--- config.mk ---
export PLATFORM = sky130hd
export DESIGN_NAME = rca_seq_adder_flat
export DESIGN_NICKNAME = d
export VERILOG_FILES = /design/src/rtl/rca_seq_adder_if.sv /design/src/rtl/rca_seq_adder.sv /design/src/flat_wrapper.sv
export SDC_FILE = /design/constraint.sdc
export NUM_CORES = 1
export LEC_CHECK = 0
export CORE_UTILIZATION = 30
export DETAILED_ROUTE_END_ITERATION = 6
export SYNTH_ARGS = -nofsm -noshare
export SYNTH_HDL_FRONTEND = slang
export SYNTH_SLANG_ARGS = --single-unit
--- constraint.sdc ---
create_clock -name clk -period 4 [get_ports clk]
set_clock_uncertainty 0.15 [all_clocks]
set_input_delay 0.8 -clock clk [delete_from_list [all_inputs] [get_ports clk]]
set_output_delay 0.8 -clock clk [all_outputs]
set_load 0.03 [all_outputs]
--- src/rtl/rca_seq_adder_if.sv ---
// Operand/result handshake bundle for rca_seq_adder.
// The master side supplies operands and consumes results; the slave side is the adder.
interface rca_seq_adder_if #(
   parameter int WIDTH = 16
);
   logic             in_valid;
   logic             in_ready;
   logic [WIDTH-1:0] a;
   logic [WIDTH-1:0] b;
   logic             cin;
   logic             out_valid;
   logic             out_ready;
   logic [WIDTH-1:0] sum;
   logic             cout;
   logic             busy;

   modport master (
      output in_valid, a, b, cin, out_ready,
      input  in_ready, out_valid, sum, cout, busy
   );

   modport slave (
      input  in_valid, a, b, cin, out_ready,
      output in_ready, out_valid, sum, cout, busy
   );
endinterface

--- src/rtl/rca_seq_adder.sv ---
// Multi-cycle WIDTH-bit adder: one 4-bit ripple-carry slice per clock, LSB first,
// with the slice carry held in a register between cycles.
module rca_4bit (
   input  logic [3:0] a,
   input  logic [3:0] b,
   input  logic       ci,
   output logic [3:0] s,
   output logic       co
);
   logic [4:0] c;
   assign c[0] = ci;
   for (genvar i = 0; i < 4; i++) begin : g_fa
      assign s[i]   = a[i] ^ b[i] ^ c[i];
      assign c[i+1] = (a[i] & b[i]) | (c[i] & (a[i] ^ b[i]));
   end
   assign co = c[4];
endmodule

module rca_seq_adder #(
   parameter int WIDTH = 16
) (
   input  logic           clk,
   input  logic           rst,
   rca_seq_adder_if.slave bus
);
   localparam int NSLICE = WIDTH / 4;
   localparam int IW     = (NSLICE > 1) ? $clog2(NSLICE) : 1;

   if ((WIDTH % 4) != 0 || WIDTH < 4) begin : g_bad_width
      $error("rca_seq_adder: WIDTH must be a positive multiple of 4");
   end

   typedef enum logic [1:0] {IDLE, RUN, DONE} state_t;

   state_t                  state, state_nxt;
   logic [IW-1:0]           idx;
   logic                    carry;
   logic [NSLICE-1:0][3:0]  a_reg, b_reg, sum_reg;
   logic                    cout_reg;
   logic [3:0]              s4;
   logic                    co4;
   logic                    last;

   assign last = (idx == IW'(NSLICE - 1));

   rca_4bit u_slice (
      .a  (a_reg[idx]),
      .b  (b_reg[idx]),
      .ci (carry),
      .s  (s4),
      .co (co4)
   );

   always_ff @(posedge clk) begin
      if (rst) begin
         state    <= IDLE;
         idx      <= '0;
         carry    <= 1'b0;
         a_reg    <= '0;
         b_reg    <= '0;
         sum_reg  <= '0;
         cout_reg <= 1'b0;
      end else begin
         state <= state_nxt;
         case (state)
            IDLE: if (bus.in_valid) begin
               a_reg <= bus.a;
               b_reg <= bus.b;
               carry <= bus.cin;
               idx   <= '0;
            end
            RUN: begin
               sum_reg[idx] <= s4;
               carry        <= co4;
               if (last) cout_reg <= co4;
               else      idx      <= idx + 1'b1;
            end
            default: ;
         endcase
      end
   end

   // Handshake outputs decode from state only, so valid/ready never see each other combinationally.
   always_comb begin
      state_nxt     = state;
      bus.in_ready  = 1'b0;
      bus.out_valid = 1'b0;
      bus.busy      = 1'b0;
      case (state)
         IDLE: begin
            bus.in_ready = 1'b1;
            if (bus.in_valid) state_nxt = RUN;
         end
         RUN: begin
            bus.busy = 1'b1;
            if (last) state_nxt = DONE;
         end
         DONE: begin
            bus.busy      = 1'b1;
            bus.out_valid = 1'b1;
            if (bus.out_ready) state_nxt = IDLE;
         end
         default: state_nxt = IDLE;
      endcase
   end

   assign bus.sum  = sum_reg;
   assign bus.cout = cout_reg;
endmodule

--- src/flat_wrapper.sv ---
// flat-port wrapper written by rule: the top's interface ports become plain ports
module rca_seq_adder_flat 
#(
   parameter int WIDTH = 16
)
  (clk, rst, bus_in_valid, bus_a, bus_b, bus_cin, bus_out_ready, bus_in_ready, bus_out_valid, bus_sum, bus_cout, bus_busy);
  rca_seq_adder_if #(.WIDTH(WIDTH)) bus_i ();
  input  logic clk;
  input  logic rst;
  input wire logic [$bits(bus_i.in_valid)-1:0] bus_in_valid;
  input wire logic [$bits(bus_i.a)-1:0] bus_a;
  input wire logic [$bits(bus_i.b)-1:0] bus_b;
  input wire logic [$bits(bus_i.cin)-1:0] bus_cin;
  input wire logic [$bits(bus_i.out_ready)-1:0] bus_out_ready;
  output wire logic [$bits(bus_i.in_ready)-1:0] bus_in_ready;
  output wire logic [$bits(bus_i.out_valid)-1:0] bus_out_valid;
  output wire logic [$bits(bus_i.sum)-1:0] bus_sum;
  output wire logic [$bits(bus_i.cout)-1:0] bus_cout;
  output wire logic [$bits(bus_i.busy)-1:0] bus_busy;
  assign bus_i.in_valid = bus_in_valid;
  assign bus_i.a = bus_a;
  assign bus_i.b = bus_b;
  assign bus_i.cin = bus_cin;
  assign bus_i.out_ready = bus_out_ready;
  assign bus_in_ready = bus_i.in_ready;
  assign bus_out_valid = bus_i.out_valid;
  assign bus_sum = bus_i.sum;
  assign bus_cout = bus_i.cout;
  assign bus_busy = bus_i.busy;
  rca_seq_adder #(.WIDTH(WIDTH)) u_core (.clk(clk), .rst(rst), .bus(bus_i));
endmodule
# Word level (Yosys, flattened, before mapping)
# Index checks and enable logic that the tools add are counted.
word_totals:
  output_inout_bits: 20
  wordCells: 74
  reg_bits: 54
  inputBits: 37
op_classes:
  addsub: 1
  n_reduce_logical: 9
  n_lt_le_gt_ge: 2
  n_eq_ne: 7
  n_bitwise: 20
  mux: 19
ops:
  columns: ["op", "n"]
  rows:
  - ["4-bit binary-select mux with 2-bit select", 2]
  - ["16-bit bitwise mux", 1]
  - ["4-bit 2-to-1 mux", 3]
  - ["2-bit 2-to-1 mux", 5]
  - ["1-bit AND", 8]
  - ["4-bit demux with 2-bit select", 1]
  - ["1-bit bitwise XOR", 8]
  - ["2-bit != test (second input constant)", 3]
  - ["2-bit one-hot mux with 3 select lines", 1]
  - ["2-bit AND reduction", 3]
  - ["3-bit AND reduction", 2]
  - ["2-bit == test (second input constant)", 2]
  - ["1-bit 2-to-1 mux", 4]
  - ["1-bit OR", 4]
  - ["2-bit one-hot mux with 2 select lines", 1]
  - ["2-bit by 3-bit less-than comparator with 1-bit output (second input constant)", 1]
  - ["2-bit by 1-bit adder with 2-bit output (second input constant)", 1]
  - ["2-bit by 1-bit == test with 1-bit output (second input constant)", 1]
  - ["2-bit by 1-bit greater-or-equal comparator with 1-bit output (second input constant)", 1]
  - ["2-bit logical NOT", 1]
  - ["2-bit by 1-bit != test with 1-bit output (second input constant)", 1]
  - ["1-bit one-hot mux with 2 select lines", 1]
  - ["2-bit nonzero test", 1]
  - ["2-bit OR reduction", 1]
  - ["1-bit logical AND", 1]

# Logic depth before layout (Yosys ltp)
logic_depth:
  ltp_word: 12
  depth_mapped: 12

# By module
# Synthesis repeated with hierarchy kept, for this count alone.
unflattened:
  hier_cells: 286
  hier_area_um2: 2547.4
modules_own_cells:
  columns: ["module", "cells_per_inst", "seq_area_each_um2", "area_each_um2", "instances"]
  rows:
  - ["rca_seq_adder", 272, 1081.0, 2429.8, 1]
  - ["rca_4bit", 14, 0.0, 117.6, 1]

# Worst setup path before layout
# No wires, ideal clock.
synth_path:
  kind: "register -> register"
  from: "register u_core.idx[0]"
  to: "register u_core.sum_reg (netlist bit u_core.bus.sum[11])"
  slack_ns: 0.786
  arrival_ns: 2.973
  synth_period_minus_slack_ns: 3.214
  t_required_ns: 3.759
  setup_ns: 0.091
  n_path_buf: 1
  stages_incl_launch_ff: 11
  path_cell_list: "dfxtp_1 -> buf_2 -> mux4_2 -> fa_1 -> inv_1 -> fa_1 -> inv_1 -> fa_1 -> inv_1 -> fa_1 -> a311oi_1"
synth_via:
  elab_chain_cells: 11
  word_cells_on_any_way: 24
  classes_between: "order compare (2); mux (7); bitwise (14); reduce/logical (1)"
synth_lines:
  columns: ["element", "line", "rtl"]
  rows:
  - ["start: declaration", "rca_seq_adder.sv:36", "logic [IW-1:0] idx;"]
  - ["start signal: assignment", "rca_seq_adder.sv:76", "else idx <= idx + 1'b1;"]
  - ["4-bit binary-select mux with 2-bit select, on equally long branches", "rca_seq_adder.sv:47, rca_seq_adder.sv:48", null]
  - ["4-bit 2-to-1 mux, on equally long branches", "rca_seq_adder.sv:47, rca_seq_adder.sv:48", null]
  - ["1-bit bitwise XOR", "rca_seq_adder.sv:14", "assign c[i+1] = (a[i] & b[i]) | (c[i] & (a[i] ^ b[i]));"]
  - ["1-bit AND", "rca_seq_adder.sv:14", null]
  - ["1-bit OR", "rca_seq_adder.sv:14", null]
  - ["1-bit AND", "rca_seq_adder.sv:14", null]
  - ["1-bit OR", "rca_seq_adder.sv:14", null]
  - ["1-bit AND", "rca_seq_adder.sv:14", null]
  - ["1-bit OR", "rca_seq_adder.sv:14", null]
  - ["1-bit bitwise XOR", "rca_seq_adder.sv:13", "assign s[i] = a[i] ^ b[i] ^ c[i];"]
  - ["16-bit bitwise mux *", "rca_seq_adder.sv:73", "sum_reg[idx] <= s4;"]
  - ["end signal: assignment", "rca_seq_adder.sv:61", "sum_reg <= '0;"]
  - ["end signal: indexed assignment", "rca_seq_adder.sv:73", null]
  - ["end: declaration", "rca_seq_adder.sv:38", "logic [NSLICE-1:0][3:0] a_reg, b_reg, sum_reg;"]
# Mark *: on every way between the ends. The rest lies on a longest branch, timed or not. The select of a mux whose other input is x is not followed.
# A chain may end at the register's enable or synchronous reset.

# Final worst setup path
layout_path:
  from: "register u_core.idx[0]"
  to: "register u_core.sum_reg (netlist bit u_core.bus.sum[7])"
# The elaborated chain is that of the path after synthesis.

==> tab_implementation.tex <==
\begin{tabular}{lr}
\hline
Metric & Value \\
\hline
\multicolumn{2}{l}{\textbf{Critical path}} \\
Critical Path Source & u\_core.idx[0] \\
Critical Path RT & 4060 ps \\
Worst setup path endpoint & u\_core.bus.sum[7] \\
Cells traversed along the worst timing path & buf\_4 -> mux4\_2 -> fa\_1 -> inv\_1 -> fa\_1 -> inv\_1 -> fa\_1 -> inv\_1 -> fa\_1 -> a311oi\_1 \\
Kind of end point of the critical path & register \\
Worst reg2reg path depth & 10 \\
Startpoint of the most critical register-to-register path & u\_core.idx[0] \\
Dominant cell type by count on the critical path & sky130\_fd\_sc\_hd\_\_fa\_1 \\
Signal arrival time at the worst endpoint & 3310 ps \\
Type of the setup path with the least slack & reg -> reg \\
Category of the worst setup path launch point & register \\
Slowest stage delay, CP & 520 ps \\
Crit path max-delay cell type & sky130\_fd\_sc\_hd\_\_dfxtp\_1 \\
Minimum setup slack among reg-to-reg paths & 760 ps \\
Maximum net fanout on the critical path & 8 \\
Endpoint of the worst register-to-register path & u\_core.bus.sum[7] \\
\multicolumn{2}{l}{\textbf{Worst hold path}} \\
Class of the worst hold path & reg -> reg \\
Hold Path Stages & 2 \\
\multicolumn{2}{l}{\textbf{Global route}} \\
GR Overflow Total & 0 \\
Via count of the first global-routing pass & 1869 \\
First-pass GRT wire length & 8630 um \\
Largest net degree at the start of global routing & 55 \\
GRT Util Overall & 0.129 \\
Antenna violations before repair & 0 \\
\multicolumn{2}{l}{\textbf{Timing}} \\
Total of endpoints with negative setup slack in the final report & 0 \\
Portion of the clock cycle consumed by the worst path in the final layout & 0.811 \\
Final worst hold slack & 309 ps \\
Final setup slack of the worst path & 756 ps \\
Unrepaired setup endpoints after global routing & no \\
Worst slew margin & 0.314 \\
Final setup TNS & 0 ps \\
Actual slew at the worst max-slew pin & 1030 ps \\
Period minus WS final & 3240 ps \\
Final count of hold timing violations & 0 \\
Maximum clock frequency & 308 MHz \\
Final count of pins violating max slew & 0 \\
\multicolumn{2}{l}{\textbf{Finish}} \\
Antenna cell count & 0 \\
Most common cell after layout, fill and taps aside & sky130\_fd\_sc\_hd\_\_nand2\_1 \\
Leading cell types in the layout, fill and taps excluded & sky130\_fd\_sc\_hd\_\_nand2\_1, sky130\_fd\_sc\_hd\_\_clkdlybuf4s50\_1, sky130\_fd\_sc\_hd\_\_dfxtp\_1, sky130\_fd\_sc\_hd\_\_a21oi\_1, sky130\_fd\_sc\_hd\_\_inv\_1 \\
Number of fill cells & 775 \\
Layout net count & 368 \\
Area delta synth->final & 30.2\% \\
Post-route cell area & 3130 um2 \\
Layout cells sized above 1 & 0.0654 \\
Final Non-Filler Cells & 423 \\
Share of the core filled with cells & 0.405 \\
\multicolumn{2}{l}{\textbf{Clock network}} \\
H-tree depth & 2 \\
Number of gates given a new drive strength after cts & 0 \\
Buffer depth of the longest clock path & 2 \\
Post-CTS Hold Fix Bufs & 0 \\
Clock transition at path regs & 100 ps \\
Num Clock Sinks & 54 \\
Cell at the root of the clock tree & sky130\_fd\_sc\_hd\_\_clkbuf\_8 \\
Skew-Pair Late Insertion Delay & 310 ps \\
Postcts setup bufs & 0 \\
CTS tree & built \\
Num CTS Buffers & 5 \\
\multicolumn{2}{l}{\textbf{Power}} \\
Clk pwr share & 0.301 \\
Highest ir drop seen on vdd & 0.165 mV \\
Relative contribution of combinational cells to total power & 0.211 \\
PwrDens & 389 nW/um2 \\
Overall power & 1.22 mW \\
Internal portion of total power & 0.876 mW \\
Leakage power figure & 1.10 nW \\
Seq pwr share & 0.489 \\
Sw Share & 0.281 \\
Net Sw Power & 0.342 mW \\
\multicolumn{2}{l}{\textbf{Synth}} \\
Post-synthesis instance total & 274 \\
Cell variety after synth & 31 \\
Biggest area contributors in the synthesized netlist & sky130\_fd\_sc\_hd\_\_dfxtp\_1, sky130\_fd\_sc\_hd\_\_nand2\_1, sky130\_fd\_sc\_hd\_\_a21oi\_1 \\
Count of synthesis-stage warnings from yosys & 0 \\
Share of synthesized area occupied by flip-flops and latches & 0.450 \\
Yosys reg bits & 54 \\
Cell taking the most area after synthesis & sky130\_fd\_sc\_hd\_\_dfxtp\_1 \\
Post-synthesis area per instance & 8.77 um2 \\
Proportion of netlist area held by the largest area contributor & 0.450 \\
Combined area of all synthesized cells & 2400 um2 \\
Mapped Nets & 322 \\
\multicolumn{2}{l}{\textbf{Flow run}} \\
Max-cap viol count & 0 \\
\multicolumn{2}{l}{\textbf{Route}} \\
DRC errors left & 0 \\
Iteration-0 DRC count of the detailed router & 76 \\
Average vias per placed instance & 4.64 \\
Pre-Repair DR Iteration Count & 4 \\
Total via count after detailed routing & 1962 \\
Routed length per instance & 12.1 um \\
Post-Route WL & 5140 um \\
DRT antenna net count & 0 \\
\multicolumn{2}{l}{\textbf{Placed design}} \\
Half-perimeter wire length after detailed placement & 3790 um \\
Placed insts & 415 \\
Dpl ws & 713 ps \\
Final Wtd Congestion & 0.728 \\
Post-placement cell area & 3020 um2 \\
Port-buffer cells & 56 \\
\multicolumn{2}{l}{\textbf{Die}} \\
Die outline width & 91.5 um \\
Core area & 7730 um2 \\
Count of boundary I/O pins & 57 \\
Initial Util & 0.311 \\
Area of the die & 8370 um2 \\
Site Rows & 32 \\
Die Height & 91.5 um \\
\multicolumn{2}{l}{\textbf{Outcome}} \\
Run status & complete, no violations \\
\hline
\end{tabular}
cell usage after synthesis:
library cell / number
sky130_fd_sc_hd__nand4_1: 1
sky130_fd_sc_hd__and2_1: 2
sky130_fd_sc_hd__clkbuf_1: 11
sky130_fd_sc_hd__a21o_1: 1
sky130_fd_sc_hd__o31ai_1: 2
sky130_fd_sc_hd__nand3b_1: 2
sky130_fd_sc_hd__ha_1: 7
sky130_fd_sc_hd__dfxtp_1: 54
sky130_fd_sc_hd__nor2_1: 5
sky130_fd_sc_hd__o311ai_1: 1
sky130_fd_sc_hd__a311oi_1: 6
sky130_fd_sc_hd__fa_1: 4
sky130_fd_sc_hd__buf_2: 7
sky130_fd_sc_hd__inv_1: 13
sky130_fd_sc_hd__nand3_1: 7
sky130_fd_sc_hd__nor3_1: 1
sky130_fd_sc_hd__nor2b_4: 1
sky130_fd_sc_hd__buf_6: 1
sky130_fd_sc_hd__nor2b_1: 2
sky130_fd_sc_hd__a211oi_1: 4
sky130_fd_sc_hd__nand2b_1: 1
sky130_fd_sc_hd__a41oi_1: 1
sky130_fd_sc_hd__or3b_1: 1
sky130_fd_sc_hd__mux4_2: 8
sky130_fd_sc_hd__or4_1: 1
sky130_fd_sc_hd__o22ai_1: 1
sky130_fd_sc_hd__buf_1: 1
sky130_fd_sc_hd__or4b_1: 1
sky130_fd_sc_hd__nand2_1: 77
sky130_fd_sc_hd__mux2i_1: 3
sky130_fd_sc_hd__a21oi_1: 47
how the worst min path moves through the flow:
stage	startpoint	endpoint	slack, ps
after detailed placement	u_core.a_reg[11]	u_core.a_reg[11]	300
final	u_core.a_reg[11]	u_core.a_reg[11]	310
after CTS	u_core.a_reg[11]	u_core.a_reg[11]	310
after global placement	u_core.a_reg[6]	u_core.a_reg[6]	290
after global routing	u_core.b_reg[1]	u_core.b_reg[1]	330
after floorplan	u_core.a_reg[10]	u_core.a_reg[10]	280
critical path: cells and delay by family, from the launching register on:
family	cells	cell delay (ps)
fa+ha+maj	4	1430
flops	1	520
mux	1	320
buf+inv	4	460
compound gates	1	280
final cells by class:
type / instances / area, um2 / share of cell area
sequential: 54 / 1080 / 0.345
tap: 102 / 128 / 0.0408
multi-input combinational: 187 / 1180 / 0.378
clock buffer: 5 / 68.8 / 0.0220
inverter: 13 / 48.8 / 0.0156
clock inverter: 3 / 43.8 / 0.0140
timing repair buffer: 59 / 578 / 0.185
metal layers:
| metal | global-route usage | share of wire | vias up |
|---|---|---|---|
| met2 | 0.206 | 0.46 | 58 |
| li1 | - | - | 1019 |
| met3 | 0.0268 | 0.061 | 4 |
| met1 | 0.173 | 0.47 | 881 |
| met5 | 0 | 0 | - |
| met4 | 0.0397 | 0.0072 | 0 |
power groups by stage:
| stage | Sequential (mW) | Clock, mW | Combinational, mW |
|---|---|---|---|
| floorplan | 0.613 | 0 | 0.163 |
| global placement | 0.609 | 0 | 0.253 |
| detailed placement | 0.609 | 0 | 0.257 |
| CTS | 0.596 | 0.377 | 0.258 |
| global route | 0.601 | 0.398 | 0.283 |
| finish | 0.596 | 0.366 | 0.257 |
cell families (layout without fill, tap and decap cells):
kind of cell	Yosys count	count (layout)	share of synthesized area
and+or+nand+nor	102	102	0.183
adders and majority gates	11	11	0.0698
muxes	11	11	0.0875
buffers and inverters	33	80	0.0583
AOI/OAI and AO/OA	63	63	0.151
DFF	54	54	0.450
No activity file was read; power rests on OpenSTA's default activity.
